**config.mk**
```make
export PLATFORM = sky130hd
export DESIGN_NAME = sev_seg_scanner
export DESIGN_NICKNAME = d
export VERILOG_FILES = /design/src/rtl/sev_seg_scanner.sv
export SDC_FILE = /design/constraint.sdc
export NUM_CORES = 1
export LEC_CHECK = 0
export ABC_AREA = 1
export BUFFER_PORTS_ARGS = -buffer_cell sky130_fd_sc_hd__buf_2
export CORE_UTILIZATION = 45
export CTS_CLUSTER_DIAMETER = 80
export DETAILED_ROUTE_END_ITERATION = 10
export GPL_ROUTABILITY_DRIVEN = 0
export PLACE_DENSITY = 0.61
export SETUP_SLACK_MARGIN = 0.1
export SYNTH_ARGS = -nofsm -noshare
export SYNTH_HDL_FRONTEND = slang
export SYNTH_SLANG_ARGS = --single-unit
```
**constraint.sdc**
```tcl
create_clock -name clk -period 2.6 [get_ports clk]
set_input_delay 0.26 -clock clk [delete_from_list [all_inputs] [get_ports clk]]
set_output_delay 0.26 -clock clk [all_outputs]
set_load 0.02 [all_outputs]
```
**src/rtl/sev_seg_scanner.sv**
```systemverilog
// rtl/sev_seg_scanner.sv - time-multiplexed seven-segment scanner for the elevator status panel
// Shows the door glyph on the current floor's digit and a dash on floors with pending calls.
module sev_seg_scanner #(
  parameter int NUM_DIGITS   = 4,
  parameter int REFRESH_DIV  = 100000,
  parameter int BLANK_CYCLES = 2,
  parameter int BLINK_FRAMES = 64,
  parameter int FLOOR_W      = (NUM_DIGITS > 2) ? $clog2(NUM_DIGITS) : 1
) (
  input  logic                  clk,
  input  logic                  reset,
  input  logic [FLOOR_W-1:0]    floor_sel,
  input  logic                  door,
  input  logic                  door_moving,
  input  logic [NUM_DIGITS-1:0] call_pending,
  output logic [6:0]            segments,
  output logic [NUM_DIGITS-1:0] select,
  output logic                  frame_tick
);

  localparam int CNT_W   = $clog2(REFRESH_DIV);
  localparam int BLINK_W = (BLINK_FRAMES > 1) ? $clog2(BLINK_FRAMES) : 1;

  localparam logic [6:0] GLYPH_OPEN   = 7'b1000011;
  localparam logic [6:0] GLYPH_CLOSED = 7'b0100011;
  localparam logic [6:0] GLYPH_DASH   = 7'b0111111;
  localparam logic [6:0] GLYPH_BLANK  = 7'b1111111;

  logic [CNT_W-1:0]      refresh_cnt;
  logic [FLOOR_W-1:0]    digit_idx;
  logic [BLINK_W-1:0]    blink_cnt;
  logic                  blink_phase;
  logic [FLOOR_W-1:0]    snap_floor;
  logic                  snap_door;
  logic                  snap_moving;
  logic [NUM_DIGITS-1:0] snap_calls;

  logic                  slot_end;
  logic                  frame_end;
  logic                  blanking;
  logic [NUM_DIGITS-1:0] next_select;
  logic [6:0]            next_segments;

  assign slot_end  = (refresh_cnt == CNT_W'(REFRESH_DIV - 1));
  assign frame_end = slot_end && (digit_idx == FLOOR_W'(NUM_DIGITS - 1));
  assign blanking  = (int'({1'b0, refresh_cnt}) < BLANK_CYCLES);

  // A floor_sel beyond the last digit never equals digit_idx, so only calls show.
  always_comb begin
    next_select   = '1;
    next_segments = GLYPH_BLANK;
    if (!blanking) begin
      next_select = ~(NUM_DIGITS'(1) << digit_idx);
      if (snap_floor == digit_idx) begin
        if (snap_moving && blink_phase) next_segments = GLYPH_BLANK;
        else                            next_segments = snap_door ? GLYPH_OPEN : GLYPH_CLOSED;
      end else if (snap_calls[digit_idx]) begin
        next_segments = GLYPH_DASH;
      end
    end
  end

  always_ff @(posedge clk) begin
    if (reset) begin
      refresh_cnt <= '0;
      digit_idx   <= '0;
      blink_cnt   <= '0;
      blink_phase <= 1'b0;
      snap_floor  <= '0;
      snap_door   <= 1'b0;
      snap_moving <= 1'b0;
      snap_calls  <= '0;
      select      <= '1;
      segments    <= GLYPH_BLANK;
      frame_tick  <= 1'b0;
    end else begin
      select     <= next_select;
      segments   <= next_segments;
      frame_tick <= (refresh_cnt == '0) && (digit_idx == '0);

      if (slot_end) begin
        refresh_cnt <= '0;
        digit_idx   <= frame_end ? '0 : digit_idx + FLOOR_W'(1);
      end else begin
        refresh_cnt <= refresh_cnt + CNT_W'(1);
      end

      // Inputs are captured once per frame so a frame never mixes two input states.
      if (frame_end) begin
        snap_floor  <= floor_sel;
        snap_door   <= door;
        snap_moving <= door_moving;
        snap_calls  <= call_pending;
        if (blink_cnt == BLINK_W'(BLINK_FRAMES - 1)) begin
          blink_cnt   <= '0;
          blink_phase <= ~blink_phase;
        end else begin
          blink_cnt <= blink_cnt + BLINK_W'(1);
        end
      end
    end
  end

endmodule
```
---- Word-level counts from Yosys, hierarchy flattened ----
Cells that the tools add are included.
W data, S select, Z words.
storage, ports and cells
  flip-flop bits (word level) ............. 46
cells by class
  add/subtract/negate cells ............... 3
  magnitude comparators ................... 2
  eq/ne operators ......................... 4
  shift-type cells ........................ 1
  muxes and demuxes ....................... 8
  bitwise logic cells ..................... 2
  reduce and logical (&&, ||, !) cells .... 8
operators by type and width
  kind                     count
  $mux W7                  4
  $add A17 B1 Y17 const B  1
  $eq A17 B17 Y1 const B   1
  $logic_not A17 Y1        1
  $lt A17 B2 Y1 const B    1
  $add A6 B1 Y6 const B    1
  $eq A6 B6 Y1 const B     1
  $mux W6                  1
  $not A4 Y4               1
  $reduce_or A2 Y1         2
  $shl A1 B2 Y4 const A    1
  $logic_and A1 B1 Y1      3
  $lt A2 B3 Y1 const B     1
  $add A2 B1 Y2 const B    1
  $bmux W1 S2              1
  $eq A2 B2 Y1             1
  $eq A2 B2 Y1 const B     1
  $logic_not A2 Y1         1
  $mux W2                  1
  $reduce_and A2 Y1        1
  $mux W1                  1
  $not A1 Y1               1

---- Depth between registers and ports, before layout ----
Gate-level depths: netlist (run 1).
  depth after elaboration ................. 4
  mapped depth ............................ 10

---- Worst setup path after synthesis (run 1) ----
Ideal clock, no wire load.
  kind .................................... register to register
  start ................................... reg refresh_cnt[0]
  end ..................................... reg snap_door
  library setup time ...................... 134 ps
  arrival ................................. 1,320 ps
  required time ........................... 2,466 ps
  setup slack ............................. 1,147 ps
  cell stages (with the launch flop) ...... 10
  period minus slack after synthesis ...... 1,453 ps
  cells stage by stage .................... dfxtp_1 -> ha_1 -> nand2_1 -> nor2_1 -> nand3_1 -> nor2_2 -> nand3_2 -> buf_6 -> nand2_1 -> a21oi_1
on the way
  longest elaborated chain between the ends .. 2
ends and longest elaborated chain
  element                 RTL line  RTL
  from (decl)             29        logic [CNT_W-1:0] refresh_cnt;
  from (signal assigned)  85        refresh_cnt <= refresh_cnt + CNT_W'(1);
  $eq A17 B17 Y1          44        assign slot_end = (refresh_cnt == CNT_W'(REFRESH_DIV - 1));
  $logic_and A1 B1 Y1     45        assign frame_end = slot_end && (digit_idx == FLOOR_W'(NUM_DIGITS - 1));
  to (signal assigned)    91        snap_door <= door;
  to (decl)               34        logic snap_door;
Every way passes these cells.
A chain may end at the register's enable or synchronous reset.

---- Worst setup path after layout (run 1) ----
  start ................................... reg refresh_cnt[1]
  end ..................................... reg snap_calls[3]
on the way
  longest elaborated chain between the ends .. 2
ends and longest elaborated chain
  element               RTL line  RTL
  $eq A17 B17 Y1        44
  $logic_and A1 B1 Y1   45
  to (signal assigned)  93        snap_calls <= call_pending;
  to (decl)             36        logic [NUM_DIGITS-1:0] snap_calls;
Every way passes these cells.

==> impl_metrics.py, run 1 <==
metrics = {
    "status": {
        "status": "finished with violations",
        "violations": "design-rule violations",
    },
    "floorplanning": {
        "die_area_um2": 5010,
        "design.core.area_um2": 4440,
        "rows": 24,
        "io_pins": 22,
        "initial_core_util_pct": 47.9,
        "dieHeight_um": 70.8,
        "die_x_um": 70.8,
    },
    "cells_and_area": {
        "num_antenna_cells": 0,
        "final_cell_area_um2": 2330,
        "synthToLayoutAreaGrowth_pct": 9.71,
        "fin_nets": 333,
        "drive_gt1_share_pct": 17.0,
        "fillCellCount": 450,
    },
    "worst_setup_path": {
        "crit_top_cell": "nand2_1",
        "crit_family": "simple AND/OR/NAND/NOR gates",
        "crit_path_end_kind": "flip-flop",
        "path_class": "reg2reg",
        "r2r_start": "refresh_cnt[1]",
        "reg2reg_to": "snap_calls[3]",
        "crit_path_top_delay_cell": "dfxtp_1",
        "r2r_slack_ns": 0.87,
        "ff2ff_path_depth": 8,
        "cp-start-kind": "flip-flop",
        "crit_chain": "ha_1 > nand2_1 > nor2_1 > nand3_1 > nor2_2 > nand3_2 > nand2_1 > a21oi_1",
        "cp_num_buf_inv": 0,
        "worst-path-max-fanout": 13,
        "slowest_delay_ns": 0.41,
        "critPathRequiredTime_ns": 2.78,
        "cp_data_arrival_time_ns": 1.91,
    },
    "cts": {
        "clk_pin_slew_worst_paths_ns": 0.08,
        "clock_latency_ns": 0.30,
        "cts-hold-fix-buffers": 0,
        "h-tree-depth": 2,
        "clockBufferDepth": 2,
        "cts_buffers": 5,
        "cts_root_buffer": "clkbuf_8",
        "cts_resized": 0,
        "post-cts-setup-buffer-count": 0,
        "clkSinkCount": 42,
        "cts_tree": "done",
    },
    "min_path": {
        "min_to": "snap_floor[1]",
        "min_path_cells": 3,
        "hold_start": "floor_sel[1]",
        "worstHoldPathType": "in2reg",
    },
    "pwr": {
        "ir_drop_mv": 0.346,
        "power_mw": 1.24,
        "p_leak_nw": 0.849,
        "power_density_nw_per_um2": 532,
    },
    "synthesis": {
        "yosysSeqAreaShare_pct": 39.5,
        "syn_avg_cell_area_um2": 7.14,
        "synthTopCellsByArea": "dfxtp_1, nand2_1, nor2_1",
        "yosys-top-cells-count": "nand2_1, dfxtp_1, nor2_1",
        "synth_ff_type": "dfxtp_1",
        "synth_top_area_share_pct": 39.5,
        "syn_inst": 298,
        "synth_edf_count": 0,
        "ys_warn_count": 0,
        "ys_async_sr_fraction_pct": 0,
        "synth_area_um2": 2130,
        "yosysMostFrequentCell": "nand2_1",
        "ys_types": 33,
        "yosys_register_bits": 42,
        "synth_top_area_cell": "dfxtp_1",
    },
    "grt": {
        "grt_pass1_vias": 1664,
        "grt_max_degree": 17,
        "grt_overflow": 0,
        "grt_pass1_wl_mm": 7.69,
        "grt_use_total_pct": 19.3,
        "antenna_found_initial": 0,
    },
    "detailed_routing": {
        "finalWirelength_mm": 4.44,
        "drt-wirelength-per-cell_um": 12.0,
        "drc": 2,
        "vias": 1896,
        "firstDrtPassIters": 7,
        "drtAntennaViolNets": 0,
        "viasPerCell": 5.14,
        "drtIter0Drc": 158,
    },
    "timing": {
        "layout_setup_ws_ns": 0.871,
        "setup_violations": 0,
        "rsz0062_at_grt": "no",
        "hold_ws_ns": 0.196,
        "drv_slew": 0,
        "max_freq_mhz": 578,
        "fin_skew_ns": 0.00747,
        "fin_tns_setup_ns": 0,
        "period_needed_ns": 1.73,
        "final_hold_viol_count": 0,
        "min_period_over_period_pct": 66.5,
    },
    "place": {
        "dp_hpwl_mm": 3.33,
        "post-place-ws_ns": 0.862,
        "placed_area_um2": 2220,
        "portBuffers": 19,
    },
    "flow_run": {
        "cap_violations": 0,
    },
}
## placed cells by master (no fill, tap or decap), types with 2 or more instances in the layout
cell	synthesis	routed
inv_1	21	21
xor2_1	3	3
nor2_1	36	36
a21oi_1	26	26
nand4_1	16	16
nand2_2	3	3
conb_1	1	2
nor3_1	8	8
nor3b_1	2	2
nand3_1	13	13
nand2_1	65	65
nor2_2	8	8
dfxtp_1	42	42
xnor2_1	2	2
o21ai_1	3	3
clkbuf_8	0	5
nand3_2	3	3
o21ai_0	10	10
ha_1	7	7
inv_2	10	10
buf_2	0	19
## stage by stage
stage          instances  util (%)
2_1_floorplan        299         -
3_3_place_gp         361      50.0
3_5_place_dp         361      50.0
4_1_cts              369      52.5
5_1_grt              369      52.5
6_report             369      52.5
## power by group
| part | internal (mW) | switching (mW) | total, mW |
|---|---|---|---|
| clock | 0.287 | 0.233 | 0.520 |
| combinational | 0.0212 | 0.0416 | 0.0628 |
| sequential | 0.652 | 0.00616 | 0.658 |
## routing by layer
| metal | routed length, um | vias to the layer above | share of wire, % | track usage (%) |
|---|---|---|---|---|
| met5 | 0 | - | 0 | 0 |
| met4 | 91 | 0 | 2.0 | 7.11 |
| met3 | 175 | 10 | 3.9 | 5.13 |
| met2 | 1880 | 43 | 42 | 29.6 |
| met1 | 2300 | 841 | 52 | 26.1 |
| li1 | - | 1002 | - | - |
## state kept, by name, indices dropped and copies added, names as in the netlist, 2 cells and up
name	cells
refresh_cnt	17
blink_cnt	6
select	4
snap_calls	4
segments	3
digit_idx	2
snap_floor	2
## worst min-delay path, stage by stage
cell and delay (ns):
buf_2 0.09, nand2_1 0.05, a21oi_1 0.05
## layout make-up
| cell class | count | area [um2] | area share [%] |
|---|---|---|---|
| tap | 52 | 65.1 | 2.79 |
| inverter | 32 | 120 | 5.15 |
| sequential | 42 | 841 | 36.0 |
| clock inverter | 2 | 37.5 | 1.61 |
| timing repair buffer | 19 | 95.1 | 4.08 |
| clock buffer | 6 | 72.6 | 3.11 |
| multi-input combinational | 216 | 1100 | 47.2 |
## how the worst max path moves through the flow
stage                    from       endpoint  cells past startpoint
2_1_floorplan  refresh_cnt[0]      snap_door                      9
3_3_place_gp   refresh_cnt[1]  snap_calls[2]                      8
3_5_place_dp   refresh_cnt[1]  snap_floor[0]                      8
4_1_cts        refresh_cnt[1]  snap_floor[0]                      8
5_1_grt        refresh_cnt[1]   blink_cnt[2]                      8
6_report       refresh_cnt[1]  snap_calls[3]                      8
## cell families after synthesis
family          synth area share, %
xor+xnor                       2.06
other cells                   0.176
compound gates                 9.94
flops                          39.5
buf+inv                        8.82
fa+ha+maj                      4.12
simple gates                   35.4
Note: power is estimated with default switching activity, not from simulation.
==> inputs of run 2 (changes only) <==
--- a/config.mk
+++ b/config.mk
@@ -5,7 +5,7 @@
 export SDC_FILE = /design/constraint.sdc
 export NUM_CORES = 1
 export LEC_CHECK = 0
-export ABC_AREA = 1
+export ABC_AREA = 0
 export BUFFER_PORTS_ARGS = -buffer_cell sky130_fd_sc_hd__buf_2
 export CORE_UTILIZATION = 45
 export CTS_CLUSTER_DIAMETER = 80
==> constraint.sdc (replaced) <==
create_clock -name clk -period 1.6 [get_ports clk]
set_input_delay 0.16 -clock clk [delete_from_list [all_inputs] [get_ports clk]]
set_output_delay 0.16 -clock clk [all_outputs]
set_load 0.02 [all_outputs]
==> impl_metrics.py, run 2 <==
metrics = {
    "cells_and_area": {
        "multi_input_area_um2": 1130,
        "reg_top3": "refresh_cnt x17, blink_cnt x6",
        "ff_latch_area_um2": 855,
        "largest-register": "refresh_cnt",
        "fillCellCount": 394,
        "num_antenna_cells": 0,
        "layout_common_cells": "buf_4, dfxtp_1, nand3_1, a21oi_1, buf_2",
        "synthToLayoutAreaGrowth_pct": 28.2,
        "final_core_util_pct": 59.9,
        "final_common_cell": "buf_4",
        "largest_reg_flops": 17,
        "fin_nets": 297,
        "drive_gt1_share_pct": 34.2,
    },
    "synthesis": {
        "ys_types": 42,
        "synthTopCellsByArea": "dfxtp_1, nand3_1, a21oi_1",
        "ys_warn_count": 0,
        "yosys_register_bits": 42,
        "ys_async_sr_fraction_pct": 0,
        "synth_xor_xnor_area_share_pct": 6.45,
        "muxShareOfSynthArea_pct": 1.60,
        "synth_top_area_cell": "dfxtp_1",
        "yosysSeqAreaShare_pct": 41.3,
        "synth_edf_count": 0,
        "syn_avg_cell_area_um2": 8.89,
        "synth-simple-area-share_pct": 25.8,
        "yosysMostFrequentCell": "dfxtp_1",
        "syn_inst": 229,
        "synth_area_um2": 2040,
        "synth_top_area_share_pct": 41.3,
        "synth_ff_type": "dfxtp_1",
        "synth_fa_ha_area_share_pct": 4.30,
        "synth_compound_area_share_pct": 11.7,
        "yosys-top-cells-count": "dfxtp_1, nand3_1, a21oi_1",
        "synth_top_family_by_area": "simple AND/OR/NAND/NOR gates",
    },
    "place": {
        "portBuffers": 19,
        "dp_hpwl_mm": 3.09,
    },
    "timing": {
        "period_needed_ns": 1.64,
        "fin_tns_setup_ns": -0.0979,
        "layout_setup_ws_ns": -0.0399,
        "fin_skew_ns": 0.00970,
        "max_freq_mhz": 610,
        "min_period_over_period_pct": 102,
        "drv_slew": 0,
        "rsz0062_at_grt": "yes",
        "setup_violations": 5,
        "final_hold_viol_count": 0,
    },
    "detailed_routing": {
        "finalWirelength_mm": 4.55,
        "drtIter0Drc": 143,
        "drtAntennaViolNets": 0,
        "drt-wirelength-per-cell_um": 13.7,
        "viasPerCell": 5.46,
        "drc": 0,
        "firstDrtPassIters": 4,
        "vias": 1818,
    },
    "grt": {
        "grt_pass1_wl_mm": 7.87,
        "antenna_found_initial": 0,
        "grt_use_total_pct": 20.5,
        "grt_max_degree": 21,
        "grt_pass1_vias": 1725,
        "grt_overflow": 0,
    },
    "cts": {
        "clockBufferDepth": 2,
        "clk_pin_slew_worst_paths_ns": 0.09,
        "cts-hold-fix-buffers": 0,
        "cts_buffers": 5,
        "h-tree-depth": 2,
        "clkSinkCount": 42,
        "cts_tree": "done",
        "cts_root_buffer": "clkbuf_8",
        "clock_latency_ns": 0.30,
    },
    "floorplanning": {
        "rows": 24,
        "initial_core_util_pct": 46.8,
        "design.core.area_um2": 4350,
        "die_x_um": 69.3,
        "die_area_um2": 4800,
        "dieHeight_um": 69.3,
        "io_pins": 22,
    },
    "pwr": {
        "power_density_nw_per_um2": 737,
        "power_mw": 1.92,
        "ir_drop_mv": 0.370,
        "p_leak_nw": 0.980,
    },
    "worst_setup_path": {
        "crit_path_end_kind": "flip-flop",
        "cp-start-kind": "flip-flop",
        "worst-path-max-fanout": 4,
        "cp_data_arrival_time_ns": 1.88,
        "ff2ff_path_depth": 5,
        "path_class": "reg2reg",
        "critPathRequiredTime_ns": 1.84,
    },
    "status": {
        "violations": "negative setup slack",
        "status": "finished with violations",
    },
    "min_path": {
        "worstHoldPathType": "in2reg",
        "min_path_cells": 3,
    },
    "flow_run": {
        "cap_violations": 0,
    },
}
[run 2: cell count changes in the layout (fill, tap and decap cells not counted), sizes merged, moves of 7 or more]
| cell | delta |
|---|---|
| nand4 | -7 |
| nor2 | -29 |
| nand2 | -54 |
| nor4 | +8 |
| buf | +42 |
| a21oi | -7 |
| inv | -22 |
| nand3 | +7 |
| xnor2 | +7 |
[run 2: cell type report]
class	instances	share of cell area (%)
Clock buffer	6	3.16
Sequential cell	42	32.7
Inverter	8	1.15
Tap cell	52	2.49
Timing Repair Buffer	61	16.7
Clock inverter	2	0.431
Multi-Input combinational cell	162	43.3
[run 2: routing by layer]
layer  part of all wire, %  wire [um]  global-route usage [%]  vias up
li1                      -          -                       -      918
met1                    48       2170                    27.4      863
met2                    47       2140                    32.4       31
met3                   3.5        160                    4.36        6
met4                   1.6         75                    8.16        0
met5                     0          0                       0        -
[run 2: logic make-up (layout without fill, tap and decap cells)]
| kind of cell | after synthesis | in the layout |
|---|---|---|
| buffers and inverters | 27 | 77 |
| and+or+nand+nor | 92 | 93 |
| AOI/OAI and AO/OA | 43 | 43 |
| other | 1 | 2 |
| xor gates and xnor gates | 15 | 15 |
| adders and majority gates | 7 | 7 |
| muxes | 2 | 2 |
| DFF | 42 | 42 |
[run 2: path summary, 6_finish.rpt]
path / start / to / slack (ns)
max: refresh_cnt[14] / digit_idx[0] / -0.04
min reg2reg: snap_door / segments[5] / 0.43
min: door / snap_door / 0.10
max reg2reg: refresh_cnt[14] / digit_idx[0] / -0.04
[run 2: worst max-delay path, stage by stage (launching register included)]
cell     delay, ns
dfxtp_2       0.34
nor4_4        0.36
buf_4         0.20
nand2_2       0.07
or4_1         0.47
a21oi_1       0.14
[run 2: repair_timing]
item,CTS,global route
pin swaps,7,4
setup buffers,2,1
hold endpoints to repair,0,0
gates cloned,1,1
gates resized for setup,13,19
setup endpoints to repair,34,41
[run 2: where the power goes]
part           internal [mW]  switching, mW
Combinational         0.0481         0.0752
Sequential              1.06        0.00856
Clock                  0.348          0.383
Total                   1.46          0.467
[run 2: stage by stage]
stage	hold WS (ns)	cells	cell area [um2]	worst slack, ns
CTS	0.101	331	2560	-0.0197
finish	0.105	333	2610	-0.0399
detailed placement	0.417	320	2380	-0.0810
floorplan	0.312	230	2070	-0.203
global route	0.102	333	2610	-0.0903
global placement	0.401	320	2380	-0.0360
